===== src/rtl/vx_tex_dcr.sv =====
// Texture DCR block: per-stage texture state written over the DCR bus and
// read back through a 1-deep registered lookup pipeline.
package vx_tex_pkg;
  localparam int LOD_MAX     = 11;
  localparam int LOD_BITS    = 4;
  localparam int DIM_BITS    = 12;
  localparam int MIPOFF_BITS = 2*DIM_BITS+1;

  typedef struct packed {
    logic [LOD_MAX:0][MIPOFF_BITS-1:0] mipoff;
    logic [1:0][LOD_BITS-1:0]          logdims;
    logic [1:0][1:0]                   wraps;
    logic [31:0]                       baddr;
    logic [2:0]                        format;
    logic                              filter;
  } tex_dcrs_t;
endpackage

module vx_tex_dcr import vx_tex_pkg::*; #(
  parameter logic [11:0] DCR_BASE   = 12'h100,
  parameter int          NUM_STAGES = 2,
  localparam int         SB         = (NUM_STAGES > 1) ? $clog2(NUM_STAGES) : 1
) (
  input  logic          clk,
  input  logic          reset,
  input  logic          dcr_wr_valid,
  input  logic [11:0]   dcr_wr_addr,
  input  logic [31:0]   dcr_wr_data,
  input  logic          req_valid,
  input  logic [SB-1:0] req_stage,
  output logic          req_ready,
  output logic          rsp_valid,
  output tex_dcrs_t     rsp_dcrs,
  input  logic          rsp_ready
);

  localparam int          MB       = $clog2(LOD_MAX+1);
  localparam logic [11:0] MIP_LAST = 12'(6 + LOD_MAX);

  tex_dcrs_t       stages [NUM_STAGES];
  logic [SB-1:0]   wsel;
  logic            wsel_bad;
  logic [11:0]     offset;
  logic [MB-1:0]   mip_idx;
  logic            stage_ok;

  // Addresses below DCR_BASE wrap to large offsets and fall out of range.
  assign offset   = dcr_wr_addr - DCR_BASE;
  assign mip_idx  = MB'(offset - 12'd6);
  assign stage_ok = 32'(req_stage) < 32'(NUM_STAGES);
  assign req_ready = !rsp_valid || rsp_ready;

  always_ff @(posedge clk or negedge reset) begin
    if (!reset) begin
      for (int i = 0; i < NUM_STAGES; i++) stages[i] <= '0;
      wsel     <= '0;
      wsel_bad <= 1'b0;
    end else if (dcr_wr_valid) begin
      if (offset == 12'd0) begin
        wsel     <= dcr_wr_data[SB-1:0];
        wsel_bad <= dcr_wr_data >= 32'(NUM_STAGES);
      end else if (!wsel_bad) begin
        case (offset)
          12'd1: stages[wsel].baddr <= dcr_wr_data;
          12'd2: begin
            stages[wsel].logdims[0] <= dcr_wr_data[LOD_BITS-1:0];
            stages[wsel].logdims[1] <= dcr_wr_data[16 +: LOD_BITS];
          end
          12'd3: stages[wsel].format <= dcr_wr_data[2:0];
          12'd4: stages[wsel].filter <= dcr_wr_data[0];
          12'd5: begin
            stages[wsel].wraps[0] <= dcr_wr_data[1:0];
            stages[wsel].wraps[1] <= dcr_wr_data[17:16];
          end
          default: begin
            if (offset >= 12'd6 && offset <= MIP_LAST)
              stages[wsel].mipoff[mip_idx] <= dcr_wr_data[MIPOFF_BITS-1:0];
          end
        endcase
      end
    end
  end

  // Lookup reads the pre-write register value, so same-cycle writes show next cycle.
  always_ff @(posedge clk or negedge reset) begin
    if (!reset) begin
      rsp_valid <= 1'b0;
      rsp_dcrs  <= '0;
    end else if (req_valid && req_ready) begin
      rsp_valid <= 1'b1;
      rsp_dcrs  <= stage_ok ? stages[req_stage] : '0;
    end else if (rsp_ready) begin
      rsp_valid <= 1'b0;
    end
  end

endmodule


===== config.mk =====
export PLATFORM = sky130hd
export DESIGN_NAME = vx_tex_dcr
export DESIGN_NICKNAME = d
export VERILOG_FILES = /design/src/rtl/vx_tex_dcr.sv
export SDC_FILE = /design/constraint.sdc
export NUM_CORES = 2
export LEC_CHECK = 0
export ABC_AREA = 1
export CORE_ASPECT_RATIO = 0.75
export CORE_MARGIN = 2
export CORE_UTILIZATION = 45
export DETAILED_ROUTE_END_ITERATION = 8
export SYNTH_ARGS = -nofsm -noshare
export SYNTH_HDL_FRONTEND = slang
export SYNTH_SLANG_ARGS = --single-unit

===== constraint.sdc =====
create_clock -name clk -period 2.1 [get_ports clk]
set_clock_uncertainty 0.1 [all_clocks]
set_input_delay 0.42 -clock clk [delete_from_list [all_inputs] [get_ports clk]]
set_output_delay 0.42 -clock clk [all_outputs]
set_load 0.02 [all_outputs]

==> results.md <==
- The cell sitting at the root of the clock tree is a clkbuf_16.
- On the worst path, the slowest cell contributes a delay of 0.49 ns.
- In the global route stage, overall resource usage came out at 0.300.
- The share of synthesized flip-flops with an asynchronous set or reset is 1.00.
- The tool flagged a number of max-cap violations equal to 0.
- The worst-skew pair later-pin latency is 0.73 ns.
- The instance count after placement with tap cells included is 8420.
- The flow ran to the end, and the final reports show no timing, DRC or antenna violations.
- The average footprint of a synthesized cell is 7.68 µm².
- Leaving out fill and tap cells, the most frequent cell in the layout is nand2_1.
- After floorplanning, the core was divided into 105 placement rows.
- In the synthesized netlist the dominant register cell turns out to be dfrtp_1.
- After clock tree synthesis, the clock-pin slew on the worst setup and hold paths is 0.07 ns.
- At the worst endpoint, the required time is 1.58 ns.
- After filler insertion, the fill cell instance count of the layout stands at 10200.
- The total power density per cell area is 715 mW/mm².
- The via count of the first global-routing pass is 40900.
- Summed over all layers, the global routing overflow is 0.
- Setup violations remaining at the end of the flow were counted as 0.
- For the worst flop-to-flop path, the logic depth is 7.
- Based on the critical path, the design can be clocked at up to 479 MHz.
- The kind of cell adding the most delay to the critical path is flip-flops.
- TritonCTS built the clock tree.
- The number of antenna violations at the first check in global routing was 5.
- Entering global routing, the biggest net connects 84 pins.
- The first-pass iteration count of the detailed router is 7.
- The die footprint is 0.113 mm².
- The chip width is 388 µm.
- The first global-routing pass estimated 258000 µm of wire.
- From synthesis to final layout, the design area changed by 25.5%.
- The setup path with the least slack is of type reg -> out.
- The initial utilization of the core area, before any placement, comes to 0.455.
- The detailed router finished its first iteration with 4333 violations.
- In the final design database the tool counted 7138 nets.
- The final antenna-violating net count is 0.
- The library cells used most frequently in the layout, excluding fill and tap cells, are nand2_1, inv_1, dfrtp_1.
- The final worst-path cycle share is 0.994.
- The number of nets in the synthesized netlist is 6542.
- The congestion estimate from routability-driven global placement came to 0.881.
- The number of pins exceeding their max-slew limit in the final report is 0.
- The cell leakage power is 31.0 nW.
- The maximum fanout count along the critical path is 2.
- The HPWL after detailed placement is 117000 µm.
- Counting the buffers created by CTS gives 107.
- Once layout is complete, the cells apart from fillers number 8625.
- For flop-to-flop paths, the worst setup slack is 0.10 ns.
- The data arrival at the endpoint of the critical path is 1.57 ns.
- The total detailed-routing wirelength is 171000 µm.
- The number of synthesized flops with an enable pin is 0.
- After detailed routing, the average wire length per cell comes to 19.8 µm.
- The count of clock tree sinks is 1047.
- The tightest min-delay check is of the in -> async type.
- The count of input and output buffers is 399.
- The top-level I/O count is 400.
- The headroom to the max-slew limit is 0.539.
- In this run the vertical extent of the chip is 292 µm.
- Of the post-synthesis cell area, the dominant cell type holds 0.526.
- Counting distinct cell types in the post-synthesis netlist gives 35.
- Of the synthesized area, sequential elements account for 0.526.
- The worst setup path startpoint is rsp_dcrs[161]$_DFFE_PN0P_.
- The category of the worst setup path capture point is a primary output.
- The count of synthesis-stage warnings from yosys is 0.
- The count of final hold-check violations is 0.
- The library cell occupying the most area in the post-synthesis netlist is dfrtp_1.
- For the finished layout, the period the worst path requires is 2.09 ns.
- The DRC violation count after routing is 0.
- Summing over every cut layer, the via total after detailed routing is 43200.
- The final setup slack of the worst path is 0.0117 ns.
- The maximum vdd ir drop is 0.000493 V.
- Yosys attributes the largest share of cell area to dfrtp_1, nand2_1, inv_1, nand3_1, a21oi_1.
- The post-route worst hold slack is 0.111 ns.
- At the pin with the least slew margin, the transition time is 0.684 ns.
- The start of the worst register-to-register path is wsel$_DFFE_PN0P_.
- Counting along the longest clock path gives a buffer depth of 3.
- In this run the number of H-tree levels came out at 3.
- The worst setup slack before clock tree synthesis is -0.784 ns.
- The kind of launch point of the worst setup path is a register.
- Using the TritonRoute via totals, the vias-per-cell ratio works out to 5.01.
- Counting both buffers and inverters, the worst setup path holds a total of 1.
- The floorplan core area is 0.110 mm².
- The gate count of the mapped netlist is 6491.
- The critical path goes through clkdlybuf4s15_1.
- The synthesized flop and latch total is 1047.
- In the final layout, the share of cells above drive strength 1 is 0.107.
- The cell with the largest stage delay on the worst path is dfrtp_1.
- In this run the cell area of the synthesized design comes to 0.0498 mm².
==> stage by stage <==
stage / utilization / setup TNS, ns / power [mW] / area, µm²
after floorplan: - / 0 / 21.9 / 49800
after global placement: 0.538 / -398.30 / 24.2 / 59000
after detailed placement: 0.538 / -423.60 / 24.2 / 59000
after CTS: 0.570 / 0 / 44.9 / 62400
after global routing: 0.571 / -0.00679 / 46.0 / 62500
final: 0.571 / 0 / 44.7 / 62500
==> final cells by class <==
| cell class | instances | area [µm²] | area share |
|---|---|---|---|
| multi-input cells | 3803 | 16800 | 0.269 |
| diodes | 3 | 7.51 | 0.000120 |
| clock inverters | 50 | 713 | 0.0114 |
| inverters | 1239 | 4660 | 0.0745 |
| flip-flops and latches | 1047 | 26200 | 0.419 |
| repair buffers | 889 | 9180 | 0.147 |
| clock buffers | 150 | 3130 | 0.0501 |
| well taps | 1444 | 1810 | 0.0289 |
==> cells by family (layout without fill, tap and decap cells) <==
logic type,after synthesis,in the layout,synth area share
xor+xnor,1,1,0.000552
fa+ha+maj,1,1,0.000251
mux,14,14,0.00281
compound gates,754,754,0.0759
buf+inv,1641,2328,0.138
simple gates,3033,3033,0.257
other cells,0,3,0
flops,1047,1047,0.526
==> cell usage after synthesis, types with 2 or more instances <==
cell type  instances
a21oi_1          399
buf_1             20
buf_2            102
buf_4             78
buf_6             41
clkbuf_1         161
clkinv_1           4
dfrtp_1         1047
inv_1           1232
inv_2              2
mux2i_1           14
nand2_1         1862
nand2_2           10
nand2_4           19
nand3_1          651
nand4_1           31
nand4_2            2
nor2_1           418
nor2_2             4
nor2_4            16
nor2_8             8
nor3_1             3
nor4_1             4
o21ai_0          348
o21ai_1            2
o21bai_1           2
o22ai_1            3
==> report_power, final <==
group | switching [mW] | internal (mW)
logic | 2.28 | 1.01
registers | 0.113 | 20.3
clock network | 8.59 | 12.4
total | 11.0 | 33.7
==> routing by layer <==
metal / wire, µm / track usage
met4: 5410 / 0.0876
met3: 13400 / 0.0603
met1: 75400 / 0.429
met5: 0 / 0
met2: 76400 / 0.463
==> timing repair <==
action / 4_1_cts / 5_1_grt
pin swaps: 0 / 1
endpoints found under the setup margin: 356 / 270
hold buffers: 1 / 0
buffers inserted: 0 / 1
endpoints found under the hold margin: 378 / 0
resized for setup: 370 / 26
==> worst max-delay path by stage <==
stage,to,slack (ns),cells after the start
CTS,rsp_dcrs[157],0.002,1
finish,rsp_dcrs[161],0.01,1
detailed placement,register,-0.78,11
global route,register,-0.006,13
floorplan,register,0.09,9
global placement,register,-0.74,11
Power figures use the tool's default switching activity.
